File: config.mk
export PLATFORM = sky130hd
export DESIGN_NAME = fx2_host_emu_flat
export DESIGN_NICKNAME = d
export VERILOG_FILES = /design/src/rtl/fx2_host_emu_if.sv /design/src/rtl/fx2_host_emu.sv /design/src/flat_wrapper.sv
export SDC_FILE = /design/constraint.sdc
export NUM_CORES = 1
export LEC_CHECK = 0
export BUFFER_PORTS_ARGS = -buffer_cell sky130_fd_sc_hd__buf_4
export CORE_ASPECT_RATIO = 1.25
export CORE_MARGIN = 10
export CORE_UTILIZATION = 50
export DETAILED_ROUTE_END_ITERATION = 8
export PLACE_DENSITY = 0.79
export REMOVE_ABC_BUFFERS = 1
export SLEW_MARGIN = 10
export SYNTH_ARGS = -nofsm -noshare
export SYNTH_HDL_FRONTEND = slang
export SYNTH_SLANG_ARGS = --single-unit
File: constraint.sdc
create_clock -name clk_in -period 2.5 [get_ports clk_in]
set_input_delay 0.375 -clock clk_in [delete_from_list [all_inputs] [get_ports clk_in]]
set_output_delay 0.375 -clock clk_in [all_outputs]
set_load 0.02 [all_outputs]
File: src/rtl/fx2_host_emu_if.sv
// Bus bundle for fx2_host_emu: the FX2 FIFO-side pins facing the comm block,
// plus the on-chip command / payload streams facing the local master.
// The slave modport is the emulator's view; the master modport is the view of
// whatever drives it (comm block + local master together).
// Optional: FX2_ALIGN_CHECK_EN adds protoErr_out.
interface fx2_host_emu_if;
    logic        fx2FifoSel_in;
    logic [7:0]  fx2Data_in;
    logic [7:0]  fx2Data_out;
    logic        fx2DataOe_out;
    logic        fx2Read_in;
    logic        fx2GotData_out;
    logic        fx2Write_in;
    logic        fx2GotRoom_out;
    logic        fx2PktEnd_in;
    logic        cmdValid_in;
    logic        cmdReady_out;
    logic        cmdIsRead_in;
    logic [6:0]  cmdChan_in;
    logic [31:0] cmdCount_in;
    logic [7:0]  wrData_in;
    logic        wrValid_in;
    logic        wrReady_out;
    logic [7:0]  rdData_out;
    logic        rdValid_out;
    logic        rdReady_in;
    logic        busy_out;
    logic        pktEnd_out;
    logic        errZero_out;
`ifdef FX2_ALIGN_CHECK_EN
    logic        protoErr_out;
`endif

    modport slave (
        input  fx2FifoSel_in, fx2Data_in, fx2Read_in, fx2Write_in, fx2PktEnd_in,
        input  cmdValid_in, cmdIsRead_in, cmdChan_in, cmdCount_in,
        input  wrData_in, wrValid_in, rdReady_in,
        output fx2Data_out, fx2DataOe_out, fx2GotData_out, fx2GotRoom_out,
        output cmdReady_out, wrReady_out, rdData_out, rdValid_out,
        output busy_out, pktEnd_out, errZero_out
`ifdef FX2_ALIGN_CHECK_EN
        , output protoErr_out
`endif
    );

    modport master (
        output fx2FifoSel_in, fx2Data_in, fx2Read_in, fx2Write_in, fx2PktEnd_in,
        output cmdValid_in, cmdIsRead_in, cmdChan_in, cmdCount_in,
        output wrData_in, wrValid_in, rdReady_in,
        input  fx2Data_out, fx2DataOe_out, fx2GotData_out, fx2GotRoom_out,
        input  cmdReady_out, wrReady_out, rdData_out, rdValid_out,
        input  busy_out, pktEnd_out, errZero_out
`ifdef FX2_ALIGN_CHECK_EN
        , input protoErr_out
`endif
    );
endinterface

File: src/rtl/fx2_host_emu.sv
// FX2LP host emulator: sources header / big-endian count / payload into the
// comm block's OUT FIFO pins and sinks its IN FIFO pins into a 1-entry
// output register. Optional macro FX2_ALIGN_CHECK_EN adds a packet-end
// alignment check (protoErr_out) in the tail cycle of a read.
module fx2_host_emu #(
    parameter int ALIGN_BYTES = 512
) (
    input  logic          clk_in,
    input  logic          reset_in,
    fx2_host_emu_if.slave bus
);
    typedef enum logic [2:0] {S_IDLE, S_CNT, S_SEND, S_RECV, S_TAIL} state_t;

    // Only meaningful as a power-of-two block size.
    generate
        if ((ALIGN_BYTES < 2) || ((ALIGN_BYTES & (ALIGN_BYTES - 1)) != 0)) begin : g_bad_align
            $error("ALIGN_BYTES must be a power of two");
        end
    endgenerate

    state_t      state_q, state_d;
    logic [7:0]  pend_q;
    logic        pend_valid_q;
    logic [2:0]  idx_q;
    logic [31:0] rem_q;
    logic        is_read_q;
    logic [7:0]  rd_data_q;
    logic        rd_valid_q;
    logic        pkt_end_q;
    logic        err_zero_q;

    logic        out_xfer, in_xfer, cmd_start, cmd_zero, wr_fire, last_byte;
    logic        cmd_ready, busy, wr_ready, got_room;
    logic [7:0]  cnt_byte [4];

    // Byte lanes of the count, lane 3 = MSB; rem_q still holds the full count in S_CNT.
    for (genvar gi = 0; gi < 4; gi++) begin : g_cnt_lane
        assign cnt_byte[gi] = rem_q[8*gi +: 8];
    end

    assign out_xfer  = !bus.fx2FifoSel_in && pend_valid_q && !bus.fx2Read_in;
    assign in_xfer   = bus.fx2FifoSel_in && got_room && !bus.fx2Write_in;
    assign cmd_start = (state_q == S_IDLE) && bus.cmdValid_in && (bus.cmdCount_in != 32'd0);
    assign cmd_zero  = (state_q == S_IDLE) && bus.cmdValid_in && (bus.cmdCount_in == 32'd0);
    assign wr_fire   = bus.wrValid_in && wr_ready;
    assign last_byte = (rem_q == 32'd1);

    // State register.
    always_ff @(posedge clk_in or negedge reset_in) begin
        if (!reset_in) state_q <= S_IDLE;
        else           state_q <= state_d;
    end

    // Next-state logic.
    always_comb begin
        state_d = state_q;
        case (state_q)
            S_IDLE: if (cmd_start) state_d = S_CNT;
            S_CNT:  if (out_xfer && idx_q == 3'd4) state_d = is_read_q ? S_RECV : S_SEND;
            S_SEND: if (out_xfer && last_byte) state_d = S_IDLE;
            S_RECV: if (in_xfer && last_byte) state_d = S_TAIL;
            S_TAIL: state_d = S_IDLE;
            default: state_d = S_IDLE;
        endcase
    end

    // Handshake outputs; a write byte is taken only while unloaded bytes remain.
    always_comb begin
        cmd_ready = (state_q == S_IDLE);
        busy      = (state_q != S_IDLE);
        got_room  = (state_q == S_RECV) && (bus.rdReady_in || !rd_valid_q);
        wr_ready  = (state_q == S_SEND) && (rem_q > {31'd0, pend_valid_q})
                    && (!pend_valid_q || out_xfer);
    end

    // Holding register, counters, output register and event pulses.
    always_ff @(posedge clk_in or negedge reset_in) begin
        if (!reset_in) begin
            pend_q       <= 8'h00;
            pend_valid_q <= 1'b0;
            idx_q        <= 3'd0;
            rem_q        <= 32'd0;
            is_read_q    <= 1'b0;
            rd_data_q    <= 8'h00;
            rd_valid_q   <= 1'b0;
            pkt_end_q    <= 1'b0;
            err_zero_q   <= 1'b0;
        end else begin
            pkt_end_q  <= !bus.fx2PktEnd_in;
            err_zero_q <= cmd_zero;
            case (state_q)
                S_IDLE: begin
                    if (cmd_start) begin
                        pend_q       <= {bus.cmdIsRead_in, bus.cmdChan_in};
                        pend_valid_q <= 1'b1;
                        idx_q        <= 3'd0;
                        rem_q        <= bus.cmdCount_in;
                        is_read_q    <= bus.cmdIsRead_in;
                    end
                end
                S_CNT: begin
                    if (out_xfer) begin
                        idx_q <= idx_q + 3'd1;
                        if (idx_q == 3'd4) pend_valid_q <= 1'b0;
                        else               pend_q <= cnt_byte[~idx_q[1:0]];
                    end
                end
                S_SEND: begin
                    if (wr_fire) begin
                        pend_q       <= bus.wrData_in;
                        pend_valid_q <= 1'b1;
                    end else if (out_xfer) begin
                        pend_valid_q <= 1'b0;
                    end
                    if (out_xfer && rem_q != 32'd0) rem_q <= rem_q - 32'd1;
                end
                S_RECV: begin
                    if (in_xfer && rem_q != 32'd0) rem_q <= rem_q - 32'd1;
                end
                default: ;
            endcase
            if (in_xfer) begin
                rd_data_q  <= bus.fx2Data_in;
                rd_valid_q <= 1'b1;
            end else if (rd_valid_q && bus.rdReady_in) begin
                rd_valid_q <= 1'b0;
            end
        end
    end

`ifdef FX2_ALIGN_CHECK_EN
    localparam int ALIGN_W = $clog2(ALIGN_BYTES);
    logic [ALIGN_W-1:0] align_q;
    logic               proto_err_q;

    // Packet end is expected exactly when the count is not a block multiple.
    always_ff @(posedge clk_in or negedge reset_in) begin
        if (!reset_in) begin
            align_q     <= '0;
            proto_err_q <= 1'b0;
        end else begin
            if (cmd_start) align_q <= bus.cmdCount_in[ALIGN_W-1:0];
            proto_err_q <= (state_q == S_TAIL) && ((align_q != '0) != !bus.fx2PktEnd_in);
        end
    end
    assign bus.protoErr_out = proto_err_q;
`endif

    assign bus.fx2Data_out    = pend_q;
    assign bus.fx2GotData_out = pend_valid_q;
    assign bus.fx2DataOe_out  = !bus.fx2FifoSel_in && pend_valid_q;
    assign bus.fx2GotRoom_out = got_room;
    assign bus.cmdReady_out   = cmd_ready;
    assign bus.busy_out       = busy;
    assign bus.wrReady_out    = wr_ready;
    assign bus.rdData_out     = rd_data_q;
    assign bus.rdValid_out    = rd_valid_q;
    assign bus.pktEnd_out     = pkt_end_q;
    assign bus.errZero_out    = err_zero_q;
endmodule

File: src/flat_wrapper.sv
// flat-port wrapper written by rule: the top's interface ports become plain ports
module fx2_host_emu_flat 
#(
    parameter int ALIGN_BYTES = 512
)
  (clk_in, reset_in, bus_fx2FifoSel_in, bus_fx2Data_in, bus_fx2Read_in, bus_fx2Write_in, bus_fx2PktEnd_in, bus_cmdValid_in, bus_cmdIsRead_in, bus_cmdChan_in, bus_cmdCount_in, bus_wrData_in, bus_wrValid_in, bus_rdReady_in, bus_fx2Data_out, bus_fx2DataOe_out, bus_fx2GotData_out, bus_fx2GotRoom_out, bus_cmdReady_out, bus_wrReady_out, bus_rdData_out, bus_rdValid_out, bus_busy_out, bus_pktEnd_out, bus_errZero_out);
  fx2_host_emu_if bus_i ();
  input  logic clk_in;
  input  logic reset_in;
  input wire logic [$bits(bus_i.fx2FifoSel_in)-1:0] bus_fx2FifoSel_in;
  input wire logic [$bits(bus_i.fx2Data_in)-1:0] bus_fx2Data_in;
  input wire logic [$bits(bus_i.fx2Read_in)-1:0] bus_fx2Read_in;
  input wire logic [$bits(bus_i.fx2Write_in)-1:0] bus_fx2Write_in;
  input wire logic [$bits(bus_i.fx2PktEnd_in)-1:0] bus_fx2PktEnd_in;
  input wire logic [$bits(bus_i.cmdValid_in)-1:0] bus_cmdValid_in;
  input wire logic [$bits(bus_i.cmdIsRead_in)-1:0] bus_cmdIsRead_in;
  input wire logic [$bits(bus_i.cmdChan_in)-1:0] bus_cmdChan_in;
  input wire logic [$bits(bus_i.cmdCount_in)-1:0] bus_cmdCount_in;
  input wire logic [$bits(bus_i.wrData_in)-1:0] bus_wrData_in;
  input wire logic [$bits(bus_i.wrValid_in)-1:0] bus_wrValid_in;
  input wire logic [$bits(bus_i.rdReady_in)-1:0] bus_rdReady_in;
  output wire logic [$bits(bus_i.fx2Data_out)-1:0] bus_fx2Data_out;
  output wire logic [$bits(bus_i.fx2DataOe_out)-1:0] bus_fx2DataOe_out;
  output wire logic [$bits(bus_i.fx2GotData_out)-1:0] bus_fx2GotData_out;
  output wire logic [$bits(bus_i.fx2GotRoom_out)-1:0] bus_fx2GotRoom_out;
  output wire logic [$bits(bus_i.cmdReady_out)-1:0] bus_cmdReady_out;
  output wire logic [$bits(bus_i.wrReady_out)-1:0] bus_wrReady_out;
  output wire logic [$bits(bus_i.rdData_out)-1:0] bus_rdData_out;
  output wire logic [$bits(bus_i.rdValid_out)-1:0] bus_rdValid_out;
  output wire logic [$bits(bus_i.busy_out)-1:0] bus_busy_out;
  output wire logic [$bits(bus_i.pktEnd_out)-1:0] bus_pktEnd_out;
  output wire logic [$bits(bus_i.errZero_out)-1:0] bus_errZero_out;
  assign bus_i.fx2FifoSel_in = bus_fx2FifoSel_in;
  assign bus_i.fx2Data_in = bus_fx2Data_in;
  assign bus_i.fx2Read_in = bus_fx2Read_in;
  assign bus_i.fx2Write_in = bus_fx2Write_in;
  assign bus_i.fx2PktEnd_in = bus_fx2PktEnd_in;
  assign bus_i.cmdValid_in = bus_cmdValid_in;
  assign bus_i.cmdIsRead_in = bus_cmdIsRead_in;
  assign bus_i.cmdChan_in = bus_cmdChan_in;
  assign bus_i.cmdCount_in = bus_cmdCount_in;
  assign bus_i.wrData_in = bus_wrData_in;
  assign bus_i.wrValid_in = bus_wrValid_in;
  assign bus_i.rdReady_in = bus_rdReady_in;
  assign bus_fx2Data_out = bus_i.fx2Data_out;
  assign bus_fx2DataOe_out = bus_i.fx2DataOe_out;
  assign bus_fx2GotData_out = bus_i.fx2GotData_out;
  assign bus_fx2GotRoom_out = bus_i.fx2GotRoom_out;
  assign bus_cmdReady_out = bus_i.cmdReady_out;
  assign bus_wrReady_out = bus_i.wrReady_out;
  assign bus_rdData_out = bus_i.rdData_out;
  assign bus_rdValid_out = bus_i.rdValid_out;
  assign bus_busy_out = bus_i.busy_out;
  assign bus_pktEnd_out = bus_i.pktEnd_out;
  assign bus_errZero_out = bus_i.errZero_out;
  fx2_host_emu #(.ALIGN_BYTES(ALIGN_BYTES)) u_core (.clk_in(clk_in), .reset_in(reset_in), .bus(bus_i));
endmodule
== Yosys cells after proc, flatten, opt, wreduce, memory -nomap -nowiden ==
Cells that the tools add are included.

* Flip-flop bits (word level): 59
* Bits of input ports: 65
* Output and inout bits: 25
* Logic and storage cells: 101

* Add/subtract/negate cells: 2
* Magnitude comparators: 2
* Equality and inequality tests: 16
* Mux-type cells: 29
* Bitwise operators: 2
* Reductions and logical operators: 40

{| class="wikitable"
|+ Operators by type and width
! operator !! count
|-
| $mux 32 || 3
|-
| $pmux 32 s3 || 1
|-
| $reduce_bool 32->1 || 2
|-
| $mux 8 || 6
|-
| $eq 32x1->1 const B || 1
|-
| $gt 32x1->1 || 1
|-
| $logic_not 32->1 || 1
|-
| $sub 32x1->32 const B || 1
|-
| $pmux 8 s3 || 1
|-
| $mux 3 || 6
|-
| $logic_and 1x1->1 || 17
|-
| $bmux 8 s2 || 1
|-
| $ne 2x1->1 const B || 7
|-
| $pmux 3 s4 || 1
|-
| $reduce_and 5->1 || 2
|-
| $reduce_bool 3->1 || 3
|-
| $mux 1 || 8
|-
| $reduce_and 4->1 || 2
|-
| $eq 3x2->1 const B || 2
|-
| $logic_not 1->1 || 6
|-
| $ne 2x2->1 const B || 3
|-
| $pmux 3 s2 || 1
|-
| $reduce_bool 2->1 || 2
|-
| $add 3x1->3 const B || 1
|-
| 11 further kinds || 12
|}

== Depth between registers and ports, before layout ==
Gate-level depths: netlist of run 1.

* Depth after elaboration: 8
* Depth in mapped cells: 10
* Depth with buffers taken out: 8

== Least setup slack after synthesis of run 1 ==
No wires, ideal clock.

* Path kind: register to register
* Start: register u_core.rem_q[0]
* End: register u_core.rem_q[16]
* Library setup time: 0.133 ns
* Data arrival time: 2.262 ns
* Required time: 2.367 ns
* Setup slack: 0.104 ns
* Stages on the path, launching flop included: 10
* Buffers on the path: 2
* Clock period less this slack: 2.396 ns
* Path through: dfrtp_1 > inv_1 > ha_1 > or3b_1 > buf_2 > or3_1 > buf_2 > or3_4 > o22ai_1 > a21oi_2

* Word-level cells in the longest chain between the ends: 4
* Elaborated cells between the ends (all ways): 10
* Those cells by class: 1 x add/sub; 2 x eq/ne; 3 x mux; 4 x reduce/logical

{| class="wikitable"
|+ RTL lines
! what !! line !! source
|-
| start, declared || fx2_host_emu.sv:25 || <nowiki>logic [31:0] rem_q;</nowiki>
|-
| start signal, assigned || fx2_host_emu.sv:97 || <nowiki>rem_q <= bus.cmdCount_in;</nowiki>
|-
| start signal, assigned || fx2_host_emu.sv:115 || <nowiki>if (out_xfer && rem_q != 32'd0) rem_q <= rem_q - 32'd1;</nowiki>
|-
| start signal, assigned || fx2_host_emu.sv:118 || <nowiki>if (in_xfer && rem_q != 32'd0) rem_q <= rem_q - 32'd1;</nowiki>
|-
| parallel branches: the longest is 4 deep, another holds $sub 32x1->32 || n/a ||
|}

Parallel ways; which one is timed is not known. The select of a mux whose other input is x is not followed.
A chain may end at the register's enable or synchronous reset.

== Final worst setup path of run 1 ==
* Start: register u_core.rem_q[4]
* End: output bus_wrReady_out

* Word-level cells in the longest chain between the ends: 3

{| class="wikitable"
|+ RTL lines
! what !! line !! source
|-
| $gt 32x1->1 || fx2_host_emu.sv:72 || <nowiki>wr_ready = (state_q == S_SEND) && (rem_q > {31'd0, pend_valid_q})</nowiki>
|-
| $logic_and 1x1->1 || fx2_host_emu.sv:72 ||
|-
| $logic_and 1x1->1 || fx2_host_emu.sv:73 || <nowiki>&& (!pend_valid_q || out_xfer);</nowiki>
|-
| end, declared || flat_wrapper.sv:27 || <nowiki>output wire logic [$bits(bus_i.wrReady_out)-1:0] bus_wrReady_out;</nowiki>
|}

Every way passes these cells.

==> out/qor.log, run 1 <==
qor: run_status.outcome finished, violations left
qor: run_status.violations setup timing
qor: place.postPlaceCellArea 5102 sq um
qor: timing.rsz0062_at_grt true
qor: global_routing.grt_pass1_wl 23490 microns
qor: layout.fillCellCount 643
qor: timing.finalSetupViolCount 1
qor: timing.timing.fmax 394.9 MHz
qor: floorplanning.num_io_pins 90
qor: floorplanning.initial_utilization 0.5168
qor: setup_path.rrSetupSlack 0.09 ns
qor: timing.final.setup.worst_slack -0.03225 ns
qor: power_and_ir_drop.cellLeakagePower 0.002285 uW
qor: timing.clock_skew 0.01144 ns
qor: synthesis.synth_compound_gate_area_share 0.2255
qor: global_routing.vias_in_the_first_global_route 4471
qor: place.dp.final_hpwl 11320 microns
qor: timing.worst_slew_margin_rel 0.4761
qor: setup_path.path_delay_family simple AND/OR/NAND/NOR gates
qor: setup_path.max_stage_delay 0.45 ns
qor: synthesis.ys_async_sr_fraction 1.000
qor: synthesis.synth_xor_xnor_area_share 0.002162
qor: place.pre_cts_slack 0.06453 ns
qor: timing.finalCritPeriodShare 1.013
qor: place.gp_congestion 0.9997
qor: setup_path.crit_top_cell buf_4
qor: clock_tree.clock-root-buffer clkbuf_8
qor: timing.final.hold.worst_slack 0.1154 ns
qor: setup_path.timing.rr.end u_core.rem_q[28]
qor: layout.finalInstanceArea 5396 sq um
qor: place.port_buffers 89
qor: layout.final_net_count 660
qor: flow_run.max-cap-violations 0
qor: detailed_routing.routed_via_density 6.602
qor: setup_path.cp_max_fo 5
qor: global_routing.grt_overflow_total 0
qor: synthesis.synth_cell_types 60
qor: layout.synthToLayoutAreaGrowth 33.24%
qor: clock_tree.tritoncts built
qor: setup_path.crit_slowest_cell or4_1
qor: setup_path.regToRegStartpoint u_core.rem_q[1]
qor: synthesis.synth.mux.area_fraction 0.09700
qor: detailed_routing.drt-initial-drc-count 405
qor: synthesis.ys_seq_elements 59
qor: layout.n_antenna_cell 0
qor: setup_path.critical_path.n_buffers_inverters 2
qor: setup_path.timing.critical_path.cells buf_4 -> nor3_4 -> nand4_1 -> or4_1 -> and3_1 -> buf_4
qor: detailed_routing.routed_wirelength 15090 microns
qor: clock_tree.clkSlewWorstSetupHoldPaths 0.07 ns
qor: setup_path.startpoint u_core.rem_q[4]
qor: power_and_ir_drop.irDropWorstVdd 0.0007096 V
qor: global_routing.pin_count_of_the_biggest_net_entering_global_routing 60
qor: global_routing.grtUsageTotal 0.2398
qor: setup_path.worstSetupEndpointType output pin
qor: synthesis.synth_adder_area_share 0.01545
qor: clock_tree.cts_buffers 9
qor: clock_tree.worst_case_clock_buffer_depth 2
qor: detailed_routing.post-route-drc-count 0
qor: setup_path.critical_path_required 2.12 ns
qor: timing.period_needed 2.532 ns
qor: floorplanning.coreArea 7838 sq um
qor: timing.final.setup.tns -0.03225 ns
qor: global_routing.antenna_found_initial 0
qor: detailed_routing.detail_route.first_pass.iterations 5
qor: worst_hold_path.worstHoldPathType in -> async
qor: timing.timing_max_transition_violations_final 0
qor: synthesis.total_standard_cell_area_after_synthesis 4050 sq um
qor: timing.tightestPinTransition 0.7859 ns
qor: synthesis.synthSimpleGateAreaFrac 0.2508
qor: setup_path.critPathLaunchType flip-flop
qor: synthesis.synth_top_family_by_area simple AND/OR/NAND/NOR gates
qor: setup_path.critical_path_arrival 2.16 ns
qor: clock_tree.cts_hold_buf 0
qor: synthesis.avgSynthCellArea 8.654 sq um
qor: setup_path.worst-setup-path-type reg -> out
qor: floorplanning.chipWidth 100.5 microns
qor: timing.timing_hold_violations_final 0
qor: floorplanning.placementRows 36
qor: floorplanning.die_area 12120 sq um
qor: power_and_ir_drop.p_per_area 1190 nW/um^2
qor: synthesis.synth-seq-area-share 0.3645
qor: synthesis.yosys_warnings 0
qor: place.dp_cells 669
qor: synthesis.syn-instance-count 468
qor: layout.layout.cells.non_filler 689
qor: clock_tree.worst_skew_pair.late_latency 0.34 ns
qor: synthesis.synth_top_flop_cell dfrtp_1
qor: detailed_routing.drt.antenna.violating_nets 0
qor: detailed_routing.via_count 4549
qor: clock_tree.clock_sinks 59
qor: layout.drive_above_1_share 0.3434
qor: setup_path.timing.reg2reg.worst_path_depth 9
qor: detailed_routing.avgRoutedWirePerCell 21.90 microns
qor: floorplanning.die_height 120.6 microns
qor: synthesis.synth_enable_flop_cells 0
qor: clock_tree.cts_max_level 3
cells in the final DEF, fill, tap and decap left out, drive strengths merged, types with 12 or more instances in the layout:
cell,n
a21oi,28
a22o,12
a22oi,12
buf,143
dfrtp,59
inv,12
mux2,18
nand2,48
nand3,16
nor2,38
nor3,26
nor4,21
o21ai,29
final cells by class:
class                           count  area [sq um]  share of cell area
Clock buffer                       11         151.4             0.02805
Sequential cell                    59          1476              0.2736
Clock inverter                      4         26.28            0.004869
Multi-Input combinational cell    365          2480              0.4595
Timing Repair Buffer              143          1099              0.2036
Inverter                           12         45.04            0.008347
Tap cell                           95         118.9             0.02203
how the worst max path moves through the flow:
stage | endpoint | depth (start not counted) | slack, ns
after global routing | bus_wrReady_out | 6 | -0.09
after floorplan | u_core.rem_q[28] | 6 | -2.09
after CTS | bus_wrReady_out | 5 | 0.001
after global placement | bus_wrReady_out | 5 | 0.04
after detailed placement | bus_wrReady_out | 5 | 0.06
final | bus_wrReady_out | 6 | -0.03
cell usage after synthesis, types with 5 or more instances:
master | instances | share of area
a31oi_1 | 11 | 0.017
nor3_1 | 25 | 0.031
nor2_1 | 38 | 0.035
nand2_1 | 48 | 0.044
a22oi_1 | 12 | 0.022
mux2_2 | 18 | 0.050
clkbuf_1 | 24 | 0.022
a22o_1 | 12 | 0.026
o22ai_1 | 10 | 0.015
nand4_1 | 9 | 0.014
o21ai_0 | 26 | 0.032
or3_1 | 5 | 0.0077
a21oi_1 | 27 | 0.033
nor4_1 | 20 | 0.031
buf_2 | 6 | 0.0074
or4_1 | 5 | 0.0093
nand3_1 | 15 | 0.019
ha_1 | 5 | 0.015
dfrtp_1 | 59 | 0.36
mux4_2 | 8 | 0.044
inv_1 | 12 | 0.011
report_power, final:
group	switching, uW	internal, uW	leakage [uW]
Clock	411	407	0.0000912
Sequential	540	1380	0.000693
Combinational	1990	1690	0.00150
Total	2940	3480	0.00228
metal layers:
layer / track usage / vias to the layer above / part of all wire
li1: - / 2034 / -
met5: 0 / - / 0
met3: 0.05755 / 65 / 0.083
met1: 0.2774 / 2197 / 0.37
met4: 0.1133 / 0 / 0.042
met2: 0.4050 / 253 / 0.50
kinds of logic after synthesis:
family                     after synthesis
and+or+nand+nor                        196
xor gates and xnor gates                 1
muxes                                   27
adders and majority gates                5
AOI/OAI and AO/OA                      136
DFF                                     59
buffers and inverters                   44
stage by stage:
step                      power, uW  utilization
after detailed placement       5461       0.6510
after floorplan                3935            -
after global routing           6810       0.6885
after CTS                      6353       0.6844
final                          6423       0.6885
after global placement         5353       0.6510
flip-flops by register name, summed over array words and instances, names as in the netlist:
name and cells:
u_core.state_q 3, u_core.bus.rdValid_out 1, u_core.bus.fx2Data_out 8, u_core.bus.errZero_out 1
u_core.idx_q 3, u_core.rem_q 32, u_core.is_read_q 1, u_core.bus.rdData_out 8
u_core.bus.pktEnd_out 1, u_core.bus.fx2GotData_out 1
repair_timing:
item | in CTS | in global routing
cloned | 0 | 0
setup buffers | 5 | 0
pin swaps | 3 | 0
endpoints found under the setup margin | 1 | 13
gates resized for setup | 8 | 8
(Power assumes the default switching activity.)
==> run 2: changes to the inputs <==
Settings changed: SETUP_SLACK_MARGIN set to 0.4.
==> out/qor.log, run 2 (synthesis gave the netlist of run 1 again) <==
qor: setup_path.worstSetupEndpointType output pin
qor: clock_tree.worst_skew_pair.late_latency 0.36 ns [+0.02 ns]
qor: power_and_ir_drop.cellLeakagePower 0.002626 uW [+15%]
qor: global_routing.vias_in_the_first_global_route 4784 [+7.0%]
qor: detailed_routing.drt.antenna.violating_nets 0 [unchanged]
qor: place.gp_congestion 0.9997 [unchanged]
qor: power_and_ir_drop.combinational_cell_fraction_of_total_power 0.614 [+0.041]
qor: global_routing.pin_count_of_the_biggest_net_entering_global_routing 60 [unchanged]
qor: setup_path.crit_slowest_cell or4_1
qor: layout.final_net_count 697 [+5.6%]
qor: detailed_routing.routed_wirelength 17510 microns [+16%]
qor: setup_path.worst-setup-path-type reg -> out
qor: power_and_ir_drop.switching_share 0.4675 [+0.009186]
qor: setup_path.critical_path_arrival 2.19 ns [+0.03 ns]
qor: clock_tree.tritoncts built
qor: layout.n_antenna_cell 0 [unchanged]
qor: power_and_ir_drop.power_frac_seq 0.272 [-0.028]
qor: timing.finalCritPeriodShare 1.026 [+0.01338]
qor: layout.largest_register_ffs 32 [unchanged]
qor: global_routing.grtUsageTotal 0.2557 [+0.01591]
qor: global_routing.grt_overflow_total 0 [unchanged]
qor: place.dp.final_hpwl 11320 microns [unchanged]
qor: setup_path.max_stage_delay 0.60 ns [+0.15 ns]
qor: worst_hold_path.worstHoldPathType in -> async
qor: floorplanning.placementRows 36 [unchanged]
qor: place.port_buffers 89 [unchanged]
qor: clock_tree.clock-root-buffer clkbuf_8
qor: clock_tree.cts_hold_buf 0 [unchanged]
qor: clock_tree.cts_buffers 9 [unchanged]
qor: layout.fillCellCount 509 [-21%]
qor: setup_path.timing.rr.end u_core.rem_q[16]
qor: timing.worst_slew_margin_rel 0.4657 [-0.01038]
qor: timing.rsz0062_at_grt true
qor: clock_tree.clock_sinks 59 [unchanged]
qor: layout.finalInstanceArea 6230 sq um [+15%]
qor: setup_path.timing.reg2reg.worst_path_depth 10 [+1]
qor: floorplanning.initial_utilization 0.5168 [unchanged]
qor: timing.timing_hold_violations_final 0 [unchanged]
qor: timing.timing_max_transition_violations_final 0 [unchanged]
qor: layout.mostFrequentLayoutCells buf_4, dfrtp_1, nand2_1
qor: floorplanning.die_height 120.6 microns [unchanged]
qor: timing.finalSetupViolCount 2 [+1]
qor: layout.max_flop_register u_core.rem_q
qor: floorplanning.num_io_pins 90 [unchanged]
qor: place.postPlaceCellArea 5102 sq um [unchanged]
qor: setup_path.rrSetupSlack 0 ns [-0.09 ns]
qor: power_and_ir_drop.power.total 7345 uW [+14%]
qor: power_and_ir_drop.clock_power_share 0.114 [-0.013]
qor: place.dp_cells 669 [unchanged]
qor: timing.timing.fmax 389.8 MHz [-1.3%]
qor: setup_path.cp_max_fo 5 [unchanged]
qor: flow_run.max-cap-violations 0 [unchanged]
qor: detailed_routing.detail_route.first_pass.iterations 6 [+1]
qor: detailed_routing.via_count 5019 [+10%]
qor: timing.clock_skew 0.01545 ns [+0.004007 ns]
qor: run_status.outcome finished, violations left
qor: clock_tree.clkSlewWorstSetupHoldPaths 0.07 ns [about the same]
qor: global_routing.antenna_found_initial 0 [unchanged]
qor: setup_path.timing.critical_path.cells nor3_2 -> nand4_1 -> or4_1 -> and3_4 -> buf_6
qor: detailed_routing.post-route-drc-count 0 [unchanged]
qor: detailed_routing.routed_via_density 6.913 [+4.7%]
qor: global_routing.grt_pass1_wl 25220 microns [+7.4%]
qor: detailed_routing.avgRoutedWirePerCell 24.12 microns [+10%]
qor: power_and_ir_drop.p_per_area 1179 nW/um^2 [-0.94%]
qor: run_status.violations setup timing
qor: power_and_ir_drop.irDropWorstVdd 0.0007836 V [+10%]
qor: power_and_ir_drop.cell_internal_pwr 3911 uW [+12%]
qor: detailed_routing.drt-initial-drc-count 721 [+78%]
qor: floorplanning.die_area 12120 sq um [unchanged]
qor: layout.mostFrequentLayoutCell buf_4
qor: setup_path.path_delay_family simple AND/OR/NAND/NOR gates
qor: timing.tightestPinTransition 0.8015 ns [+0.01557 ns]
qor: clock_tree.cts_max_level 3 [unchanged]
qor: power_and_ir_drop.power_switching 3434 uW [+17%]
qor: place.pre_cts_slack 0.06453 ns [unchanged]
qor: setup_path.critPathLaunchType flip-flop
qor: layout.layout.cells.non_filler 726 [+5.4%]
qor: floorplanning.coreArea 7838 sq um [unchanged]
qor: layout.synthToLayoutAreaGrowth 53.82%
qor: timing.final.setup.worst_slack -0.06571 ns [-0.03346 ns]
qor: setup_path.critical_path_required 2.12 ns [about the same]
qor: setup_path.critical_path.n_buffers_inverters 1 [-1]
qor: setup_path.regToRegStartpoint u_core.rem_q[0]
qor: timing.period_needed 2.566 ns [+0.03346 ns]
qor: layout.drive_above_1_share 0.4881 [+0.1447]
qor: clock_tree.worst_case_clock_buffer_depth 2 [unchanged]
qor: floorplanning.chipWidth 100.5 microns [unchanged]
[run 2: cell types whose count changed in the layout (fill, tap and decap cells not counted), moves of 5 or more]
cell	change
buf_6	+23
a21oi_2	+7
o21ai_0	-9
nor4_1	-5
o21ai_2	+5
dfrtp_2	+9
dfrtp_1	-9
nor2_1	-7
mux2_4	+7
mux2_2	-7
a21oi_1	-7
buf_4	+12
[run 2: layout make-up]
type	instances	area [sq um]	area share
tap	95	118.9	0.01908
clock buffer	11	151.4	0.02430
sequential	59	1488	0.2388
inverter	12	45.04	0.007230
multi-input combinational	365	2908	0.4668
clock inverter	4	26.28	0.004218
timing repair buffer	180	1493	0.2396
[run 2: stage by stage]
step                        util  setup TNS [ns]  hold slack (ns)
after CTS                 0.7344               0           0.1497
after floorplan                -          -70.49          0.07941
after global placement    0.6510               0           0.4912
after detailed placement  0.6510               0           0.4966
after global routing      0.7949         -0.4107           0.1523
final                     0.7949        -0.07065           0.1076
[run 2: what timing repair did]
action                                  CTS  global route
setup buffers                            28            12
gates cloned                              0             2
endpoints found under the setup margin   40            42
pin swaps                                14            30
resized for setup                        62            86
[run 2: routing by layer]
metal	global-route usage	wire [microns]
met1	0.2934	5999
met2	0.4243	8581
met3	0.06382	1853
met4	0.1398	1078
met5	0	0
[run 2: how the worst max path moves through the flow]
stage	start	to	slack (ns)	cells past startpoint
finish	u_core.rem_q[10]	bus_wrReady_out	-0.07	5
global route	u_core.rem_q[18]	bus_wrReady_out	-0.15	5
CTS	u_core.rem_q[31]	bus_wrReady_out	0.01	6
detailed placement	u_core.rem_q[22]	bus_wrReady_out	0.06	5
global placement	u_core.rem_q[22]	bus_wrReady_out	0.04	5
floorplan	u_core.state_q[1]	u_core.rem_q[28]	-2.09	6
[run 2: power groups by stage]
stage          combinational, uW  clock, uW  sequential (uW)
6_report                    4510        839             2000
5_1_grt                     4770        875             2030
4_1_cts                     3950        817             1890
3_5_place_dp                3590          0             1870
3_3_place_gp                3510          0             1850
2_1_floorplan               1900          0             2040
==> run 3: changes to the inputs <==
Settings changed: ABC_AREA set to 1.
==> out/qor.log, run 3 <==
qor: timing.final.setup.worst_slack 0.3499 ns [+0.4156 ns]
qor: setup_path.critPathLaunchType flip-flop
qor: power_and_ir_drop.power_switching 3913 uW [+14%]
qor: synthesis.syn-instance-count 649 [+39%]
qor: power_and_ir_drop.p_per_area 1395 nW/um^2 [+18%]
qor: detailed_routing.via_count 4878 [-2.8%]
qor: flow_run.max-cap-violations 0 [unchanged]
qor: synthesis.ys_async_sr_fraction 1.000 [unchanged]
qor: detailed_routing.routed_wirelength 14420 microns [-18%]
qor: synthesis.synth_enable_flop_cells 0 [unchanged]
qor: layout.n_antenna_cell 0 [unchanged]
qor: clock_tree.clock-root-buffer clkbuf_8
qor: setup_path.regToRegStartpoint u_core.rem_q[0]
qor: floorplanning.placementRows 36 [unchanged]
qor: global_routing.vias_in_the_first_global_route 4735 [-1.0%]
qor: clock_tree.tritoncts built
qor: timing.timing.fmax 465.1 MHz [+19%]
qor: layout.largest_register_ffs 32 [unchanged]
qor: clock_tree.worst_skew_pair.late_latency 0.36 ns [about the same]
qor: setup_path.max_stage_delay 0.45 ns [-0.15 ns]
qor: setup_path.critical_path.n_buffers_inverters 3 [+2]
qor: layout.synthToLayoutAreaGrowth 33.87%
qor: setup_path.worstSetupEndpointType output pin
qor: clock_tree.clkSlewWorstSetupHoldPaths 0.07 ns [about the same]
qor: power_and_ir_drop.power_frac_seq 0.236 [-0.036]
qor: global_routing.grtUsageTotal 0.2303 [-0.02535]
qor: synthesis.synth_top_flop_cell dfrtp_1
qor: detailed_routing.avgRoutedWirePerCell 16.46 microns [-32%]
qor: global_routing.grt_pass1_wl 22940 microns [-9.1%]
qor: layout.max_flop_register u_core.rem_q
qor: synthesis.synth_top_cells_by_area dfrtp_1, nand2_1, nor2_1
qor: power_and_ir_drop.power.total 7683 uW [+4.6%]
qor: setup_path.worst-setup-path-type reg -> out
qor: worst_hold_path.worstHoldPathType in -> async
qor: synthesis.avgSynthCellArea 6.341 sq um [-27%]
qor: setup_path.critical_path_required 2.12 ns [about the same]
qor: global_routing.gr-max-usage-layer met2
qor: clock_tree.cts_buffers 9 [unchanged]
qor: place.dp.final_hpwl 9884 microns [-13%]
qor: floorplanning.chipWidth 101.1 microns [+0.64%]
qor: synthesis.yosys_warnings 0 [unchanged]
qor: power_and_ir_drop.combinational_cell_fraction_of_total_power 0.640 [+0.026]
qor: detailed_routing.drt.antenna.violating_nets 0 [unchanged]
qor: timing.timing_max_transition_violations_final 0 [unchanged]
qor: power_and_ir_drop.clock_power_share 0.123 [+0.009]
qor: layout.drive_above_1_share 0.2535 [-0.2346]
qor: synthesis.synth_cell_types 28 [-53%]
qor: global_routing.grt.met3_usage 0.04957 [-0.01425]
qor: global_routing.grt_overflow_total 0 [unchanged]
qor: setup_path.path_delay_family simple AND/OR/NAND/NOR gates
qor: setup_path.timing.reg2reg.worst_path_depth 11 [+1]
qor: floorplanning.initial_utilization 0.5191 [+0.002335]
qor: floorplanning.num_io_pins 90 [unchanged]
qor: detailed_routing.detail_route.first_pass.iterations 6 [unchanged]
qor: floorplanning.die_height 121.4 microns [+0.67%]
qor: timing.rsz0062_at_grt true
qor: layout.final_core_util 0.6949 [-0.09994]
qor: clock_tree.clock_sinks 59 [unchanged]
qor: timing.worst_slew_margin_rel 0.4773 [+0.01164]
qor: layout.mostFrequentLayoutCell nand2_1
qor: power_and_ir_drop.cellLeakagePower 0.002721 uW [+3.6%]
qor: place.gp_congestion 0.8959 [-10%]
qor: timing.period_needed 2.150 ns [-0.4156 ns]
qor: global_routing.antenna_found_initial 0 [unchanged]
qor: timing.final.setup.tns 0 ns [+0.07065 ns]
qor: timing.timing_hold_violations_final 0 [unchanged]
qor: synthesis.total_standard_cell_area_after_synthesis 4115 sq um [+1.6%]
qor: synthesis.synth_top_cells_by_count nand2_1, nor2_1, dfrtp_1
qor: clock_tree.cts_hold_buf 0 [unchanged]
qor: layout.finalInstanceArea 5509 sq um [-12%]
qor: layout.mostFrequentLayoutCells nand2_1, buf_4, nor2_1
qor: clock_tree.worst_case_clock_buffer_depth 2 [unchanged]
qor: power_and_ir_drop.cell_internal_pwr 3771 uW [-3.6%]
qor: clock_tree.cts_max_level 3 [unchanged]
qor: setup_path.cp_max_fo 5 [unchanged]
qor: setup_path.timing.critical_path.cells nor2_2 -> nand2_1 -> nor2_4 -> buf_6 -> inv_2 -> nor2_4 -> a21oi_1 -> buf_4
qor: setup_path.rrSetupSlack 0.49 ns [+0.49 ns]
qor: timing.finalSetupViolCount 0 [-2]
qor: synthesis.ys_seq_elements 59 [unchanged]
qor: floorplanning.die_area 12280 sq um [+1.3%]
qor: floorplanning.coreArea 7928 sq um [+1.1%]
qor: detailed_routing.post-route-drc-count 0 [unchanged]
qor: global_routing.grtUsageMet2 0.3863 [-0.03799]
qor: place.postPlaceCellArea 4945 sq um [-3.1%]
qor: timing.tightestPinTransition 0.7840 ns [-0.01746 ns]
qor: global_routing.use_met1 0.2705 [-0.02293]
qor: power_and_ir_drop.switching_share 0.5093 [+0.04172]
qor: setup_path.startpoint u_core.rem_q[14]
qor: synthesis.leading_area_contributor_after_synthesis dfrtp_1
qor: setup_path.timing.rr.end u_core.rem_q[30]
qor: layout.final_net_count 846 [+21%]
qor: run_status.outcome complete, no violations
qor: timing.finalCritPeriodShare 0.8600 [-0.1663]
qor: setup_path.crit_top_cell nor2_4
qor: timing.clock_skew 0.007148 ns [-0.008300 ns]
qor: detailed_routing.drt-initial-drc-count 459 [-36%]
qor: detailed_routing.routed_via_density 5.568 [-19%]
qor: place.port_buffers 89 [unchanged]
qor: synthesis.post-synth-top-area-fraction 0.3588 [-0.005763]
qor: synthesis.synth.most_common_cell nand2_1
qor: global_routing.pin_count_of_the_biggest_net_entering_global_routing 60 [unchanged]
qor: setup_path.critical_path_arrival 1.78 ns [-0.41 ns]
qor: synthesis.synth-seq-area-share 0.3588 [-0.005763]
qor: power_and_ir_drop.irDropWorstVdd 0.0009139 V [+17%]
qor: place.pre_cts_slack -0.1708 ns [-0.2354 ns]
qor: setup_path.crit_slowest_cell dfrtp_1
run 3: cell type report:
class | count | area, sq um
multi-input combinational | 515 | 2472
tap | 95 | 118.9
clock buffer | 12 | 165.2
sequential | 59 | 1480
fill | 659 | 2419
clock inverter | 4 | 47.55
inverter | 59 | 226.5
timing repair buffer | 132 | 998.5
run 3: timing repair:
item / CTS / global route
buffers inserted: 17 / 7
endpoints found under the setup margin: 33 / 41
pin swaps: 8 / 9
gates cloned: 4 / 0
resized for setup: 20 / 23
run 3: logic make-up after synthesis:
| logic type | share of synthesized area |
|---|---|
| flops | 0.3588 |
| buf+inv | 0.07814 |
| simple gates | 0.3776 |
| fa+ha+maj | 0.01520 |
| xor+xnor | 0.02980 |
| compound gates | 0.1405 |
run 3: per-stage QoR:
stage	hold WS, ns	cells
2_1_floorplan	0.07941	629
3_3_place_gp	0.4650	832
3_5_place_dp	0.4683	832
4_1_cts	0.1260	869
5_1_grt	0.1516	876
6_report	0.07841	876
run 3: how the worst max path moves through the flow:
stage                            end  depth (start not counted)
floorplan           u_core.rem_q[27]                         10
global placement    u_core.rem_q[27]                         11
detailed placement  u_core.rem_q[22]                         11
CTS                  bus_wrReady_out                          8
global route         bus_wrReady_out                          8
finish               bus_wrReady_out                          8
run 3: worst reg2reg max path: stages, from the launching register on:
cell	delay, ns
dfrtp_1	0.42
inv_2	0.12
ha_2	0.22
nand2_2	0.10
nor2_1	0.30
nand2_1	0.18
nor2_1	0.19
xor2_1	0.16
nand2_1	0.06
nand2_1	0.06
nand2_1	0.04
o21ai_1	0.09
run 3: per-layer routing:
metal	vias up	share of wire	wire length (microns)
met5	-	0	0
li1	2329	-	-
met3	50	0.088	1275
met4	0	0.037	531
met2	262	0.49	7069
met1	2237	0.38	5541
run 3: power groups by stage:
stage               Clock, uW  Sequential (uW)  Combinational (uW)
finish                    947             1820                4920
global route              990             1860                5420
CTS                       951             1760                4670
detailed placement          0             1770                4070
global placement            0             1750                3940
floorplan                   0             1910                2500
